<file path="src/rtl/vx_mem_chan_perf.sv">
// vx_mem_chan_perf
//   Per-channel memory traffic monitor. Snoops the request/response
//   handshakes of NUM_CHANNELS memory ports and keeps, per channel,
//   saturating read/write/latency counters plus an outstanding-read
//   tracker with peak and sticky overflow/underflow flags. One channel,
//   or the all-channel aggregate, is presented on a registered readout.
//
// Ports:
//   clk, reset                 clock, asynchronous active-high reset
//   req_valid/ready/rw [N]     request handshake per channel (rw: 1=write)
//   rsp_valid/ready [N]        read response handshake per channel
//   clear                      synchronous clear of counters and sticky flags
//   freeze                     holds reads/writes/latency accumulators
//   rd_sel                     0..N-1 selects a channel, N the aggregate
//   rd_reads/writes/latency    selected counters (registered)
//   rd_pending/peak            selected outstanding and peak outstanding reads
//   rd_err                     selected sticky flags {overflow, underflow}
module vx_mem_chan_perf #(
  parameter int NUM_CHANNELS = 2,
  parameter int CTR_WIDTH    = 44,
  parameter int PEND_WIDTH   = 8,
  parameter int SEL_WIDTH    = $clog2(NUM_CHANNELS + 1)
) (
  input  logic                    clk,
  input  logic                    reset,
  input  logic [NUM_CHANNELS-1:0] req_valid,
  input  logic [NUM_CHANNELS-1:0] req_ready,
  input  logic [NUM_CHANNELS-1:0] req_rw,
  input  logic [NUM_CHANNELS-1:0] rsp_valid,
  input  logic [NUM_CHANNELS-1:0] rsp_ready,
  input  logic                    clear,
  input  logic                    freeze,
  input  logic [SEL_WIDTH-1:0]    rd_sel,
  output logic [CTR_WIDTH-1:0]    rd_reads,
  output logic [CTR_WIDTH-1:0]    rd_writes,
  output logic [CTR_WIDTH-1:0]    rd_latency,
  output logic [PEND_WIDTH-1:0]   rd_pending,
  output logic [PEND_WIDTH-1:0]   rd_peak,
  output logic [1:0]              rd_err
);

  localparam int LAT_W  = CTR_WIDTH + 1;
  localparam int SUM_W  = CTR_WIDTH + $clog2(NUM_CHANNELS) + 1;
  localparam int PSUM_W = PEND_WIDTH + $clog2(NUM_CHANNELS) + 1;
  localparam logic [CTR_WIDTH-1:0] CTR_MAX = '1;
  localparam logic [PEND_WIDTH-1:0] PEND_MAX = '1;
  localparam logic [SEL_WIDTH-1:0] AGG_SEL = SEL_WIDTH'(NUM_CHANNELS);

  logic [CTR_WIDTH-1:0]  reads_a  [NUM_CHANNELS];
  logic [CTR_WIDTH-1:0]  writes_a [NUM_CHANNELS];
  logic [CTR_WIDTH-1:0]  lat_a    [NUM_CHANNELS];
  logic [PEND_WIDTH-1:0] pend_a   [NUM_CHANNELS];
  logic [PEND_WIDTH-1:0] peak_a   [NUM_CHANNELS];
  logic [1:0]            err_a    [NUM_CHANNELS];

  for (genvar c = 0; c < NUM_CHANNELS; c++) begin : g_ch
    logic                  rd_fire, wr_fire, rsp_fire;
    logic                  inc, dec, ovf_set, unf_set;
    logic [PEND_WIDTH-1:0] pend_q, pend_nxt, peak_q;
    logic [CTR_WIDTH-1:0]  reads_q, writes_q, lat_q;
    logic [LAT_W-1:0]      lat_sum;
    logic                  ovf_q, unf_q;

    always_comb begin
      rd_fire  = req_valid[c] & req_ready[c] & ~req_rw[c];
      wr_fire  = req_valid[c] & req_ready[c] &  req_rw[c];
      rsp_fire = rsp_valid[c] & rsp_ready[c];
      // a read and a response in the same cycle cancel out
      inc      = rd_fire & ~rsp_fire;
      dec      = rsp_fire & ~rd_fire;
      ovf_set  = inc & (pend_q == PEND_MAX);
      unf_set  = dec & (pend_q == '0);
      pend_nxt = pend_q;
      if (inc && !ovf_set)
        pend_nxt = pend_q + PEND_WIDTH'(1);
      else if (dec && !unf_set)
        pend_nxt = pend_q - PEND_WIDTH'(1);
      // latency accrues the pre-update outstanding count
      lat_sum  = {1'b0, lat_q} + LAT_W'(pend_q);
    end

    always_ff @(posedge clk or posedge reset) begin
      if (reset) begin
        pend_q   <= '0;
        peak_q   <= '0;
        reads_q  <= '0;
        writes_q <= '0;
        lat_q    <= '0;
        ovf_q    <= 1'b0;
        unf_q    <= 1'b0;
      end else begin
        pend_q <= pend_nxt;
        if (clear) begin
          reads_q  <= '0;
          writes_q <= '0;
          lat_q    <= '0;
          ovf_q    <= 1'b0;
          unf_q    <= 1'b0;
          peak_q   <= pend_nxt;
        end else begin
          ovf_q <= ovf_q | ovf_set;
          unf_q <= unf_q | unf_set;
          if (pend_nxt > peak_q)
            peak_q <= pend_nxt;
          if (!freeze) begin
            if (rd_fire && reads_q != CTR_MAX)
              reads_q <= reads_q + CTR_WIDTH'(1);
            if (wr_fire && writes_q != CTR_MAX)
              writes_q <= writes_q + CTR_WIDTH'(1);
            lat_q <= lat_sum[CTR_WIDTH] ? CTR_MAX : lat_sum[CTR_WIDTH-1:0];
          end
        end
      end
    end

    assign reads_a[c]  = reads_q;
    assign writes_a[c] = writes_q;
    assign lat_a[c]    = lat_q;
    assign pend_a[c]   = pend_q;
    assign peak_a[c]   = peak_q;
    assign err_a[c]    = {ovf_q, unf_q};
  end

  logic [SUM_W-1:0]      sum_reads, sum_writes, sum_lat;
  logic [PSUM_W-1:0]     sum_pend;
  logic [PEND_WIDTH-1:0] agg_peak;
  logic [1:0]            agg_err;
  logic [CTR_WIDTH-1:0]  nxt_reads, nxt_writes, nxt_lat;
  logic [PEND_WIDTH-1:0] nxt_pend, nxt_peak;
  logic [1:0]            nxt_err;

  always_comb begin
    sum_reads  = '0;
    sum_writes = '0;
    sum_lat    = '0;
    sum_pend   = '0;
    agg_peak   = '0;
    agg_err    = '0;
    nxt_reads  = '0;
    nxt_writes = '0;
    nxt_lat    = '0;
    nxt_pend   = '0;
    nxt_peak   = '0;
    nxt_err    = '0;
    for (int unsigned c = 0; c < NUM_CHANNELS; c++) begin
      sum_reads  = sum_reads  + SUM_W'(reads_a[c]);
      sum_writes = sum_writes + SUM_W'(writes_a[c]);
      sum_lat    = sum_lat    + SUM_W'(lat_a[c]);
      sum_pend   = sum_pend   + PSUM_W'(pend_a[c]);
      if (peak_a[c] > agg_peak)
        agg_peak = peak_a[c];
      agg_err = agg_err | err_a[c];
      if (rd_sel == SEL_WIDTH'(c)) begin
        nxt_reads  = reads_a[c];
        nxt_writes = writes_a[c];
        nxt_lat    = lat_a[c];
        nxt_pend   = pend_a[c];
        nxt_peak   = peak_a[c];
        nxt_err    = err_a[c];
      end
    end
    // out-of-range selects fall through with all-zero readout
    if (rd_sel == AGG_SEL) begin
      nxt_reads  = (|sum_reads[SUM_W-1:CTR_WIDTH])  ? CTR_MAX : sum_reads[CTR_WIDTH-1:0];
      nxt_writes = (|sum_writes[SUM_W-1:CTR_WIDTH]) ? CTR_MAX : sum_writes[CTR_WIDTH-1:0];
      nxt_lat    = (|sum_lat[SUM_W-1:CTR_WIDTH])    ? CTR_MAX : sum_lat[CTR_WIDTH-1:0];
      nxt_pend   = (|sum_pend[PSUM_W-1:PEND_WIDTH]) ? PEND_MAX : sum_pend[PEND_WIDTH-1:0];
      nxt_peak   = agg_peak;
      nxt_err    = agg_err;
    end
  end

  always_ff @(posedge clk or posedge reset) begin
    if (reset) begin
      rd_reads   <= '0;
      rd_writes  <= '0;
      rd_latency <= '0;
      rd_pending <= '0;
      rd_peak    <= '0;
      rd_err     <= '0;
    end else begin
      rd_reads   <= nxt_reads;
      rd_writes  <= nxt_writes;
      rd_latency <= nxt_lat;
      rd_pending <= nxt_pend;
      rd_peak    <= nxt_peak;
      rd_err     <= nxt_err;
    end
  end

endmodule
</file>
<file path="config.mk">
export PLATFORM = sky130hd
export DESIGN_NAME = vx_mem_chan_perf
export DESIGN_NICKNAME = d
export VERILOG_FILES = /design/src/rtl/vx_mem_chan_perf.sv
export SDC_FILE = /design/constraint.sdc
export NUM_CORES = 2
export LEC_CHECK = 0
export BUFFER_PORTS_ARGS = -buffer_cell sky130_fd_sc_hd__buf_2
export CORE_AREA = 2 2 170 338
export CTS_CLUSTER_DIAMETER = 30
export CTS_CLUSTER_SIZE = 28
export DETAILED_ROUTE_END_ITERATION = 7
export DIE_AREA = 0 0 172 340
export PLACE_DENSITY = 0.72
export SLEW_MARGIN = 20
export SYNTH_ARGS = -nofsm -noshare
export SYNTH_HDL_FRONTEND = slang
export SYNTH_SLANG_ARGS = --single-unit
</file>
<file path="constraint.sdc">
create_clock -name clk -period 28.9 [get_ports clk]
set_clock_uncertainty 0.2 [all_clocks]
set_input_delay 5.78 -clock clk [delete_from_list [all_inputs] [get_ports clk]]
set_output_delay 5.78 -clock clk [all_outputs]
set_load 0.01 [all_outputs]
</file>
Word level (Yosys, flattened, before mapping)
Cells that the tools add are included.
{"block": "totals", "ff_bits": 450, "in_bits": 16, "output_inout_bits": 150, "elab_cells": 157}
{"block": "op_classes", "add_sub_neg": 14, "order_cmp": 4, "eq_ne": 9, "muxes": 54, "n_bitwise": 27, "reduce_logical": 29}
{"cell": "$mux 44", "count": 30}
{"cell": "$add 44x1->44 const B", "count": 4}
{"cell": "$ne 44x44->1 const B", "count": 4}
{"cell": "$mux 8", "count": 17}
{"cell": "$add 44x44->45", "count": 3}
{"cell": "$add 44x8->45", "count": 2}
{"cell": "$gt 8x8->1", "count": 3}
{"cell": "$add 8x1->8 const B", "count": 2}
{"cell": "$and 1x1->1", "count": 16}
{"cell": "$eq 8x8->1 const B", "count": 2}
{"cell": "$logic_not 8->1", "count": 2}
{"cell": "$sub 8x1->8 const B", "count": 2}
{"cell": "$reduce_bool 2->1", "count": 6}
{"cell": "$add 8x8->9", "count": 1}
{"cell": "$gt 8x1->1 const B", "count": 1}
{"cell": "$logic_and 1x1->1", "count": 8}
{"cell": "$reduce_and 2->1", "count": 4}
{"cell": "$reduce_or 2->1", "count": 4}
{"cell": "$mux 2", "count": 3}
{"cell": "$not 1->1", "count": 6}
{"cell": "$logic_not 1->1", "count": 4}
{"cell": "$mux 1", "count": 4}
{"cell": "$or 1x1->1", "count": 4}
{"cell": "$eq 2x1->1 const B", "count": 1}
{"cell": "other kinds (4)", "count": 4}

Logic depth before layout (Yosys ltp)
{"block": "logic_depth", "depth_word": 12, "depth_mapped": 18, "mapped_depth_nobuf": 17}

Worst setup path after synthesis
Ideal clock, no wire load.
{"block": "synth_path", "path_kind": "input -> register", "startpoint": "in req_rw[1]", "endpoint": "reg g_ch[1].peak_q[2]", "setup_ps": 125, "arrival_time_ps": 8819, "required_time_ps": 28575, "path_slack_ps": 19756, "path_stages": 15, "n_path_buf": 0, "path_cell_list": "nand3b_1 -> a21oi_1 -> inv_1 -> a31oi_1 -> nand4_1 -> nand2_1 -> xor2_1 -> ha_1 -> nand3_1 -> nor2_1 -> a211o_1 -> a21oi_1 -> o21ai_0 -> a21oi_1 -> mux2_2"}
{"block": "synth_between", "elab_chain_cells": 11, "elab_cells_between_ends": 17, "classes_between": "order compare (1); mux (4); bitwise (7); reduce/logical (5)"}
{"element": "start, declared", "line_no": "28", "source": "input logic [NUM_CHANNELS-1:0] req_rw,"}
{"element": "$not 1->1 (*)", "line_no": "65", "source": "rd_fire = req_valid[c] & req_ready[c] & ~req_rw[c];"}
{"element": "$and 1x1->1 (*)", "line_no": "65"}
{"element": "$not 1->1", "line_no": "70", "source": "dec = rsp_fire & ~rd_fire;"}
{"element": "$and 1x1->1", "line_no": "70"}
{"element": "$and 1x1->1", "line_no": "72", "source": "unf_set = dec & (pend_q == '0);"}
{"element": "$logic_not 1->1", "line_no": "76", "source": "else if (dec && !unf_set)"}
{"element": "$logic_and 1x1->1", "line_no": "76"}
{"element": "$mux 8", "line_no": "76"}
{"element": "$mux 8 (*)", "line_no": "74", "source": "if (inc && !ovf_set)"}
{"element": "named net g_ch[1].pend_nxt[3]", "line_no": "59", "source": "logic [PEND_WIDTH-1:0] pend_q, pend_nxt, peak_q;"}
{"element": "$gt 8x8->1 (*)", "line_no": "103", "source": "if (pend_nxt > peak_q)"}
{"element": "$reduce_bool 2->1 (no line) (*)"}
{"element": "end signal, assigned", "line_no": "99", "source": "peak_q <= pend_nxt;"}
{"element": "end signal, assigned", "line_no": "104", "source": "peak_q <= pend_nxt;"}
{"element": "end, declared", "line_no": "59"}
Mark *: on every way through the listed nets, which the timed path passes. The rest lies on a longest branch. The select of a mux whose other input is x is not followed.
A chain may end at the register's enable or synchronous reset.

Worst setup path in the final report
Ends and elaborated chain as after synthesis.

==> flow_summary.yaml <==
logic_synthesis:
  ys_seq_elements: 450
  synth_ff_type: "dfrtp_1"
  synth_cells: 3440
  synth_most_common_cell: "dfrtp_1"
  yosysTopAreaCell: "dfrtp_1"
  synth_area_per_cell_sq_um: 8.853
  yosys.cell_types.count: 97
  ys_top_cells_by_area: "dfrtp_1 37%, ha_1 7.8%, o21ai_0 5.1%"
  synth.cell_area_sq_um: 30450
  synthArstFlopShare: 1.000
  yosysTopAreaCellShare: 0.3698
  yosys-top-cells-count: "450 x dfrtp_1, 337 x nor2_1, 313 x o21ai_0"
  seq_area_frac_synth: 0.3698
  yosys_warnings: 0
  syn_nets: 3652
  synth_edf_count: 0
sta:
  hold_violations: 0
  finalMaxSlewViolations: 0
  period_needed_ps: 9493
  worst_slack_ps: 19410
  max_freq_ghz: 0.1053
  rsz0062_at_grt: "no"
  worstMarginPinSlew_ps: 1133
  timing.final.crit_share: 0.3285
  tns_ps: 0
  final-setup-viol-count: 0
  relSlewSlack: 0.2419
placement:
  portBuffers: 165
  postPlaceCellArea_sq_um: 31760
  detailed_place_hpwl_um: 67680
  dp.cells: 4216
  routabilityCongestion: 0.9817
  dp_slack_ps: 18760
cells_and_area:
  drive_above_1_share: 0.1078
  final_nets: 3752
  fin_cells: 4350
  syn2layout_area_growth_pct: 12.95
  final_cell_area_sq_um: 34400
  fill_cells: 4894
  n_antenna_cell: 0
critical_path:
  start_kind: "input port"
  worstSetupEndpointType: "register"
  critical_path_required_ps: 29200
  criticalPathCategory: "input port to register"
  critical_path_arrival_ps: 9790
  ff2ff_path_depth: 12
  worstPathMaxFanout: 10
  rrSetupSlack_ps: 23650
cts:
  cts.sinks: 450
  cts_max_path_buffers: 3
  path_clk_slew_ps: 60
  cts_root_buffer: "clkbuf_16"
  cts_tree: "built"
  postCtsResizedCells: 0
  cts_buffers: 72
  worstSkewPairLatency_ps: 620
  cts-htree-levels: 3
  post_cts_buffers: 0
  cts_hold_buf: 0
die:
  die_h_um: 340
  ios: 166
  die_w_um: 172
  initial_core_util: 0.5436
  row_count: 123
  core_sq_um: 56020
  dieArea_sq_um: 58480
route:
  vias: 27430
  ant_nets: 0
  avgViaCountPerCell: 6.305
  wirelength_um: 94440
  wl_per_cell_um: 21.71
  drc: 0
  dr.pass1.iters: 5
  first_iter_violations: 1786
power:
  p_seq_frac: 0.354
  internal_power_mw: 1.443
  clkPwrFrac: 0.447
  p_sw_frac: 0.3138
  power_frac_comb: 0.200
  leakage_nw: 16.43
  ir_drop_mv: 0.04110
  switchingPower_mw: 0.6601
  power_density_nw_per_um2: 61.16
grt:
  grt_pass1_wl_um: 148700
  track_usage: 0.3253
  grt_max_degree: 184
  overflow: 0
  grt_pass1_vias: 27730
  antenna_found_initial: 1
run:
  drv_cap: 0
min_path:
  hold_path_class: "register to register"
  whs_path_depth: 2
run_status:
  status: "completed"
[per-layer routing]
layer	track usage	vias up	wire [um]
met5	0	-	8
met4	0.2598	2	8372
met3	0.05198	440	5110
met2	0.5770	996	48370
met1	0.3326	13300	32570
li1	-	12690	-
[final timing paths]
path / endpoint / startpoint
worst max-delay path: g_ch[1].peak_q[2] / req_rw[1]
worst min-delay path: g_ch[0].ovf_q / g_ch[0].ovf_q
worst max register to register: rd_reads[30] / g_ch[0].reads_q[0]
worst min register to register: g_ch[0].ovf_q / g_ch[0].ovf_q
max in group asynchronous: rd_reads[34] / reset
min in group asynchronous: rd_peak[0] / reset
[power groups by stage]
stage / sequential [mW] / combinational, mW / clock (mW)
3_5_place_dp: 0.754 / 0.418 / 0
6_report: 0.744 / 0.420 / 0.939
4_1_cts: 0.743 / 0.420 / 0.949
2_1_floorplan: 0.732 / 0.322 / 0
3_3_place_gp: 0.754 / 0.405 / 0
5_1_grt: 0.752 / 0.476 / 0.976
[stage by stage]
step                hold WS, ps  power (mW)  utilization
floorplan                 263.3       1.054            -
global placement          283.0       1.159       0.5670
detailed placement        292.2       1.172       0.5670
CTS                       305.2       2.112       0.6140
global route              374.6       2.204       0.6140
finish                    307.2       2.104       0.6140
[flip-flops by register name, indices dropped and copies added (netlist names)]
signal / cells
rd_pending: 8
g_ch.pend_q: 16
rd_latency: 44
rd_peak: 8
g_ch.writes_q: 88
g_ch.unf_q: 2
g_ch.peak_q: 16
rd_err: 2
g_ch.ovf_q: 2
g_ch.lat_q: 88
rd_reads: 44
rd_writes: 44
g_ch.reads_q: 88
[cells by family after synthesis]
logic type               after synthesis  synth area share
XOR/XNOR                             291           0.08369
AND/OR/NAND/NOR                     1115            0.1806
adder cells (fa/ha/maj)              196           0.08201
flip-flops                           450            0.3698
AO/OA/AOI/OAI                       1003            0.2058
buffers and inverters                248           0.03266
multiplexers                         137           0.04552
[worst max-delay path, cell delays in order]
cell and delay, ps:
buf_2 100, nand3b_1 230, a21oi_1 550, inv_1 80, a31oi_1 460, nand4_1 190
nand2_1 110, xor2_1 280, ha_1 310, nand3_1 110, nor2_1 50, a211o_1 260
a21oi_1 130, o21ai_0 80, a21oi_1 650, mux2_2 420
[placed cells by master (no fill, tap or decap), types with 101 or more instances in the layout]
master / count
a21o_1: 101
nand3_1: 121
xor2_1: 139
nand2_1: 233
dfrtp_1: 450
nor2_1: 336
ha_1: 190
mux2i_1: 125
o21ai_0: 313
buf_2: 162
a21oi_1: 293
xnor2_1: 152
[final cells by class]
cell class,instances,area [sq um],area share
Clock buffer,84,1969,0.05726
Timing Repair Buffer,184,1002,0.02914
Inverter,90,345.3,0.01004
Tap cell,750,938.4,0.02728
Multi-Input combinational cell,2742,18220,0.5296
Clock inverter,50,663.1,0.01928
Sequential cell,450,11260,0.3274
No activity file was read; power rests on OpenSTA's default activity.
